## config.mk

```make
export PLATFORM = sky130hd
export DESIGN_NAME = imem_loader
export DESIGN_NICKNAME = d
export VERILOG_FILES = /design/src/rtl/imem_loader.sv
export SDC_FILE = /design/constraint.sdc
export NUM_CORES = 1
export LEC_CHECK = 0
export ABC_CLOCK_PERIOD_IN_PS = 3900
export CAP_MARGIN = 40
export CORE_UTILIZATION = 50
export CTS_CLUSTER_DIAMETER = 80
export DETAILED_ROUTE_END_ITERATION = 8
export PLACE_DENSITY = 0.72
export SLEW_MARGIN = 0
export SYNTH_ARGS = -nofsm -noshare
export SYNTH_HDL_FRONTEND = slang
export SYNTH_SLANG_ARGS = --single-unit
```

## constraint.sdc

```tcl
create_clock -name clk -period 3.9 [get_ports clk]
set_input_delay 0.39 -clock clk [delete_from_list [all_inputs] [get_ports clk]]
set_output_delay 0.39 -clock clk [all_outputs]
set_load 0.1 [all_outputs]
```

## src/rtl/imem_loader.sv

```systemverilog
// Boot loader: parses a framed byte stream (4-byte LE length, payload, checksum) into
// byte writes for the instruction ROM, holding the CPU in reset until the image verifies.
module imem_loader #(
    parameter int unsigned W   = 32,
    parameter int unsigned WAD = 16,
    parameter int unsigned WB  = 8
) (
    input  logic           clk,
    input  logic           rst,
    input  logic           start,
    input  logic [WB-1:0]  rx_data,
    input  logic           rx_valid,
    output logic           rx_ready,
    output logic           we,
    output logic [WAD-1:0] waddr,
    output logic [WB-1:0]  wdata,
    output logic           cpu_hold,
    output logic           done,
    output logic           err,
    output logic [WAD:0]   bytes_ld
);

    typedef enum logic [2:0] {StIdle, StHdr, StLoad, StChk, StDone, StErr} state_e;

    localparam logic [W-1:0] MaxLen = W'(64'd1 << WAD);

    state_e         state_q, state_d;
    logic [W-1:0]   len_q, len_d;
    logic [WAD:0]   cnt_q, cnt_d;
    logic [WB-1:0]  sum_q, sum_d;
    logic [1:0]     hdr_cnt_q, hdr_cnt_d;
    logic [WAD:0]   bytes_ld_q, bytes_ld_d;
    logic           we_q, we_d;
    logic [WAD-1:0] waddr_q, waddr_d;
    logic [WB-1:0]  wdata_q, wdata_d;

    logic           xfer;
    logic [W-1:0]   len_full;
    logic           last_payload;

    assign xfer         = rx_valid & rx_ready;
    // Header bytes arrive LSB first, so shift each new byte in from the top.
    assign len_full     = {rx_data, len_q[W-1:WB]};
    assign last_payload = (W'(cnt_q) == (len_q - W'(1)));

    always_comb begin
        state_d    = state_q;
        len_d      = len_q;
        cnt_d      = cnt_q;
        sum_d      = sum_q;
        hdr_cnt_d  = hdr_cnt_q;
        bytes_ld_d = bytes_ld_q;
        we_d       = 1'b0;
        waddr_d    = waddr_q;
        wdata_d    = wdata_q;

        case (state_q)
            StIdle, StDone, StErr: begin
                if (start) begin
                    state_d    = StHdr;
                    len_d      = '0;
                    cnt_d      = '0;
                    sum_d      = '0;
                    hdr_cnt_d  = '0;
                    bytes_ld_d = '0;
                end
            end
            StHdr: begin
                if (xfer) begin
                    len_d     = len_full;
                    hdr_cnt_d = hdr_cnt_q + 2'd1;
                    if (hdr_cnt_q == 2'd3) begin
                        if (len_full > MaxLen) begin
                            state_d = StErr;
                        end else if (len_full == '0) begin
                            state_d = StChk;
                        end else begin
                            state_d = StLoad;
                        end
                    end
                end
            end
            StLoad: begin
                if (xfer) begin
                    we_d       = 1'b1;
                    waddr_d    = cnt_q[WAD-1:0];
                    wdata_d    = rx_data;
                    sum_d      = sum_q + rx_data;
                    cnt_d      = cnt_q + 1'b1;
                    bytes_ld_d = bytes_ld_q + 1'b1;
                    if (last_payload) begin
                        state_d = StChk;
                    end
                end
            end
            StChk: begin
                if (xfer) begin
                    state_d = (rx_data == sum_q) ? StDone : StErr;
                end
            end
            default: state_d = StIdle;
        endcase
    end

    always_ff @(posedge clk) begin
        if (rst) begin
            state_q    <= StIdle;
            len_q      <= '0;
            cnt_q      <= '0;
            sum_q      <= '0;
            hdr_cnt_q  <= '0;
            bytes_ld_q <= '0;
            we_q       <= 1'b0;
            waddr_q    <= '0;
            wdata_q    <= '0;
        end else begin
            state_q    <= state_d;
            len_q      <= len_d;
            cnt_q      <= cnt_d;
            sum_q      <= sum_d;
            hdr_cnt_q  <= hdr_cnt_d;
            bytes_ld_q <= bytes_ld_d;
            we_q       <= we_d;
            waddr_q    <= waddr_d;
            wdata_q    <= wdata_d;
        end
    end

    // Status outputs decode registered state only; rx_ready never depends on rx_valid.
    assign rx_ready = (state_q == StHdr) || (state_q == StLoad) || (state_q == StChk);
    assign done     = (state_q == StDone);
    assign err      = (state_q == StErr);
    assign cpu_hold = (state_q != StDone);
    assign we       = we_q;
    assign waddr    = waddr_q;
    assign wdata    = wdata_q;
    assign bytes_ld = bytes_ld_q;

endmodule

```

==> flow_metrics.py <==
metrics = {
    "global_routing": {
        "grt_use_total_pct": 25.3,
        "grt_pass1_vias": 4526,
        "grt_pass1_wl_mm": 22.3,
        "grt_max_degree": 63,
        "grt_antenna_before_repair": 0,
        "grt.overflow.total": 0,
    },
    "worst_setup_path": {
        "crit_buf_inv": 1,
        "worst-setup-path-type": "flip-flop to flip-flop",
        "cp.required_ns": 4.19,
        "reg2regPathDepth": 9,
        "startpoint_type": "flip-flop",
        "crit_arrival_ns": 3.28,
        "end_kind": "flip-flop",
        "crit_family": "simple AND/OR/NAND/NOR gates",
        "cp_max_fo": 8,
        "crit_cells": 9,
        "crit_path_cell_trace": "inv_1 > ha_1 > nor3b_2 > a31oi_1 > or2_2 > a211oi_1 > o221ai_1 > or4b_1 > a211oi_2",
        "crit_slowest_cell": "or4b_1",
        "critPathMaxStageDelay_ns": 0.56,
    },
    "floorplanning": {
        "initial_core_util_pct": 52.2,
        "rows": 36,
        "design.die.area_um2": 10800,
        "fp.coreArea_um2": 9910,
        "fp.dieW_um": 104,
        "io_pins": 58,
        "die_h_um": 104,
    },
    "yosys": {
        "seq_area_frac_synth_pct": 40.3,
        "syn_inst": 617,
        "ys_warn_count": 0,
        "synthArstFlopShare_pct": 0,
        "syn_avg_cell_area_um2": 8.38,
        "synth.net_count": 641,
        "synth_edf_count": 0,
        "netlist-cell-type-count": 65,
        "syn_area_um2": 5170,
        "synth-seq-cells": 104,
        "ys.flop_type": "dfxtp_1",
    },
    "power_and_ir_drop": {
        "p_seq_share_pct": 56.7,
        "switching_share_pct": 28.0,
        "p_int_mw": 1.37,
        "powerDensity_nw_per_um2": 284,
        "clkPwrFrac_pct": 35.9,
        "p_comb_share_pct": 7.5,
        "leakagePower_nw": 2.52,
        "power_switching_mw": 0.533,
        "ir_drop_v": 0.000211,
    },
    "sta": {
        "finalSetupViolations": 0,
        "final.setup.tns_ns": 0,
        "period_needed_ns": 2.99,
        "hold_viol": 0,
        "rsz0062_at_grt": "false",
        "relSlewSlack_pct": 31.0,
        "min_period_over_period_pct": 76.7,
        "worstMarginPinSlew_ns": 1.01,
        "drv_slew": 0,
        "max_freq_mhz": 334,
        "finalClockSkew_ns": 0.0183,
    },
    "cts": {
        "post_cts_resized": 0,
        "ctsHoldBuffers": 0,
        "htreeDepth": 3,
        "clkTransAtPathRegs_ns": 0.12,
        "clkLatencyLatePin_ns": 0.38,
        "postCtsSetupBuffers": 0,
        "cts_made_buffers": 9,
        "clock-root-buffer": "clkbuf_8",
        "clockBufferDepth": 2,
        "cts_sinks": 104,
        "cts_tree": "done",
    },
    "place": {
        "routabilityCongestion": 0.898,
        "place_area_um2": 6500,
        "port_buffers": 57,
        "hpwl_mm": 9.59,
    },
    "finish": {
        "nFillCells": 808,
        "final_nets": 718,
        "regArea_um2": 2080,
        "drive_gt1_share_pct": 12.2,
        "num_antenna_cells": 0,
        "fin_area_um2": 6700,
        "areaGrowthSynthToFinish_pct": 29.6,
        "multi_input_area_um2": 2850,
    },
    "flow_run": {
        "max_cap_viol_count": 0,
    },
    "route": {
        "wl_mm": 13.6,
        "route.detailed.drc": 0,
        "drtAntennaViolNets": 0,
        "vias": 4802,
        "firstDrtPassIters": 6,
        "wl_per_cell_um": 16.3,
        "drt_iter0_drc": 313,
        "via_per_inst": 5.77,
    },
    "status": {
        "status": "completed",
    },
    "hold_path": {
        "hold_depth": 2,
        "hold_class": "primary input to flip-flop",
    },
}
## cells in the final DEF, fill, tap and decap left out, drive strengths merged, types with 3 or more instances in the layout
| master | count |
|---|---|
| a2111oi | 3 |
| a211oi | 4 |
| a21o | 5 |
| a21oi | 38 |
| a22o | 9 |
| a22oi | 33 |
| a31oi | 4 |
| and2 | 3 |
| and3 | 5 |
| and4 | 5 |
| buf | 52 |
| clkbuf | 9 |
| clkdlybuf4s50 | 56 |
| dfxtp | 104 |
| ha | 11 |
| inv | 15 |
| nand2 | 76 |
| nand2b | 4 |
| nand3 | 11 |
| nand3b | 3 |
| nand4 | 15 |
| nor2 | 92 |
| nor2b | 5 |
| nor3 | 11 |
| nor4 | 11 |
| o211ai | 3 |
| o21ai | 8 |
| o31ai | 5 |
| or2 | 3 |
| or3 | 5 |
| or4 | 3 |
| xnor2 | 21 |
| xor2 | 34 |
## kinds of logic (layout without fill, tap and decap cells)
logic type      count (synthesis)  count (layout)  share of synthesized area [%]
flops                         104             104                           40.3
fa+ha+maj                      12              12                           3.05
simple gates                  261             261                           25.0
mux                             3               3                          0.605
buf+inv                        53             135                           4.55
compound gates                129             129                           17.2
xor+xnor                       55              55                           9.32
## metrics by stage
step / power (mW) / cells / setup WS, ns / hold slack (ns) / utilization, %
floorplan: 1.19 / 617 / 1.31 / 0.454 / -
global placement: 1.23 / 768 / 0.947 / 0.443 / 57.8
detailed placement: 1.24 / 815 / 0.856 / 0.447 / 65.6
CTS: 1.91 / 831 / 0.797 / 0.208 / 67.6
global route: 1.96 / 832 / 0.633 / 0.212 / 67.6
finish: 1.90 / 832 / 0.909 / 0.216 / 67.6
## power by group through the flow
stage	Combinational, mW	Clock [mW]	Sequential [mW]
CTS	0.141	0.689	1.08
global placement	0.126	0	1.10
finish	0.142	0.682	1.08
detailed placement	0.140	0	1.10
global route	0.152	0.730	1.08
floorplan	0.0937	0	1.09
## sequential cells by signal, summed over array words and instances (netlist names)
signal and flops:
waddr 16, we 1, wdata 8, hdr_cnt_q 2
cnt_q 17, state_q 3, bytes_ld 17, len_q 32
sum_q 8
## synth_stat cells, drive strengths merged, types with 3 or more instances
library cell / n / area share (%)
o31ai: 5 / 0.73
or2: 3 / 0.36
nand4: 15 / 2.1
and2: 3 / 0.36
o211ai: 3 / 0.44
nand3: 11 / 1.1
xor2: 34 / 5.8
a22oi: 33 / 4.8
nor2b: 5 / 0.60
a2111oi: 3 / 0.63
or4: 3 / 0.51
buf: 7 / 1.0
clkbuf: 35 / 2.7
dfxtp: 104 / 40
nor3: 11 / 1.1
nand3b: 3 / 0.44
nor4: 11 / 2.1
o21ai: 8 / 0.77
inv: 11 / 0.80
nor2: 92 / 6.7
a31oi: 4 / 0.48
xnor2: 21 / 3.6
a21o: 5 / 0.73
or3: 5 / 0.60
nand2b: 4 / 0.48
a211oi: 4 / 0.68
and3: 5 / 0.63
nand2: 76 / 5.5
a21oi: 38 / 3.7
a22o: 9 / 1.5
ha: 11 / 2.7
and4: 5 / 0.85
## path summary, 6_finish.rpt
| kind | from | end | slack (ns) |
|---|---|---|---|
| max | len_q[0] | state_q[0] | 0.91 |
| min | rst | wdata[6] | 0.22 |
| max reg2reg | len_q[0] | state_q[0] | 0.91 |
| min reg2reg | waddr[14] | waddr[14] | 0.46 |
## layer usage
metal  GRT usage (%)  vias to the layer above  wire length [um]  share of wire (%)
met5               0                        -                 0                  0
met4            9.18                        0               264                1.9
met3            4.22                       30               745                5.5
met2            43.3                      155              6560                 48
met1            32.0                     2293              6000                 44
li1                -                     2324                 -                  -
## layout make-up
class	count	share of cell area, %
multi-input combinational	460	42.6
sequential	104	31.1
timing repair buffer	108	20.3
tap	133	2.48
clock buffer	9	1.85
clock inverter	7	1.08
inverter	11	0.616
No activity file was read; power rests on OpenSTA's default activity.
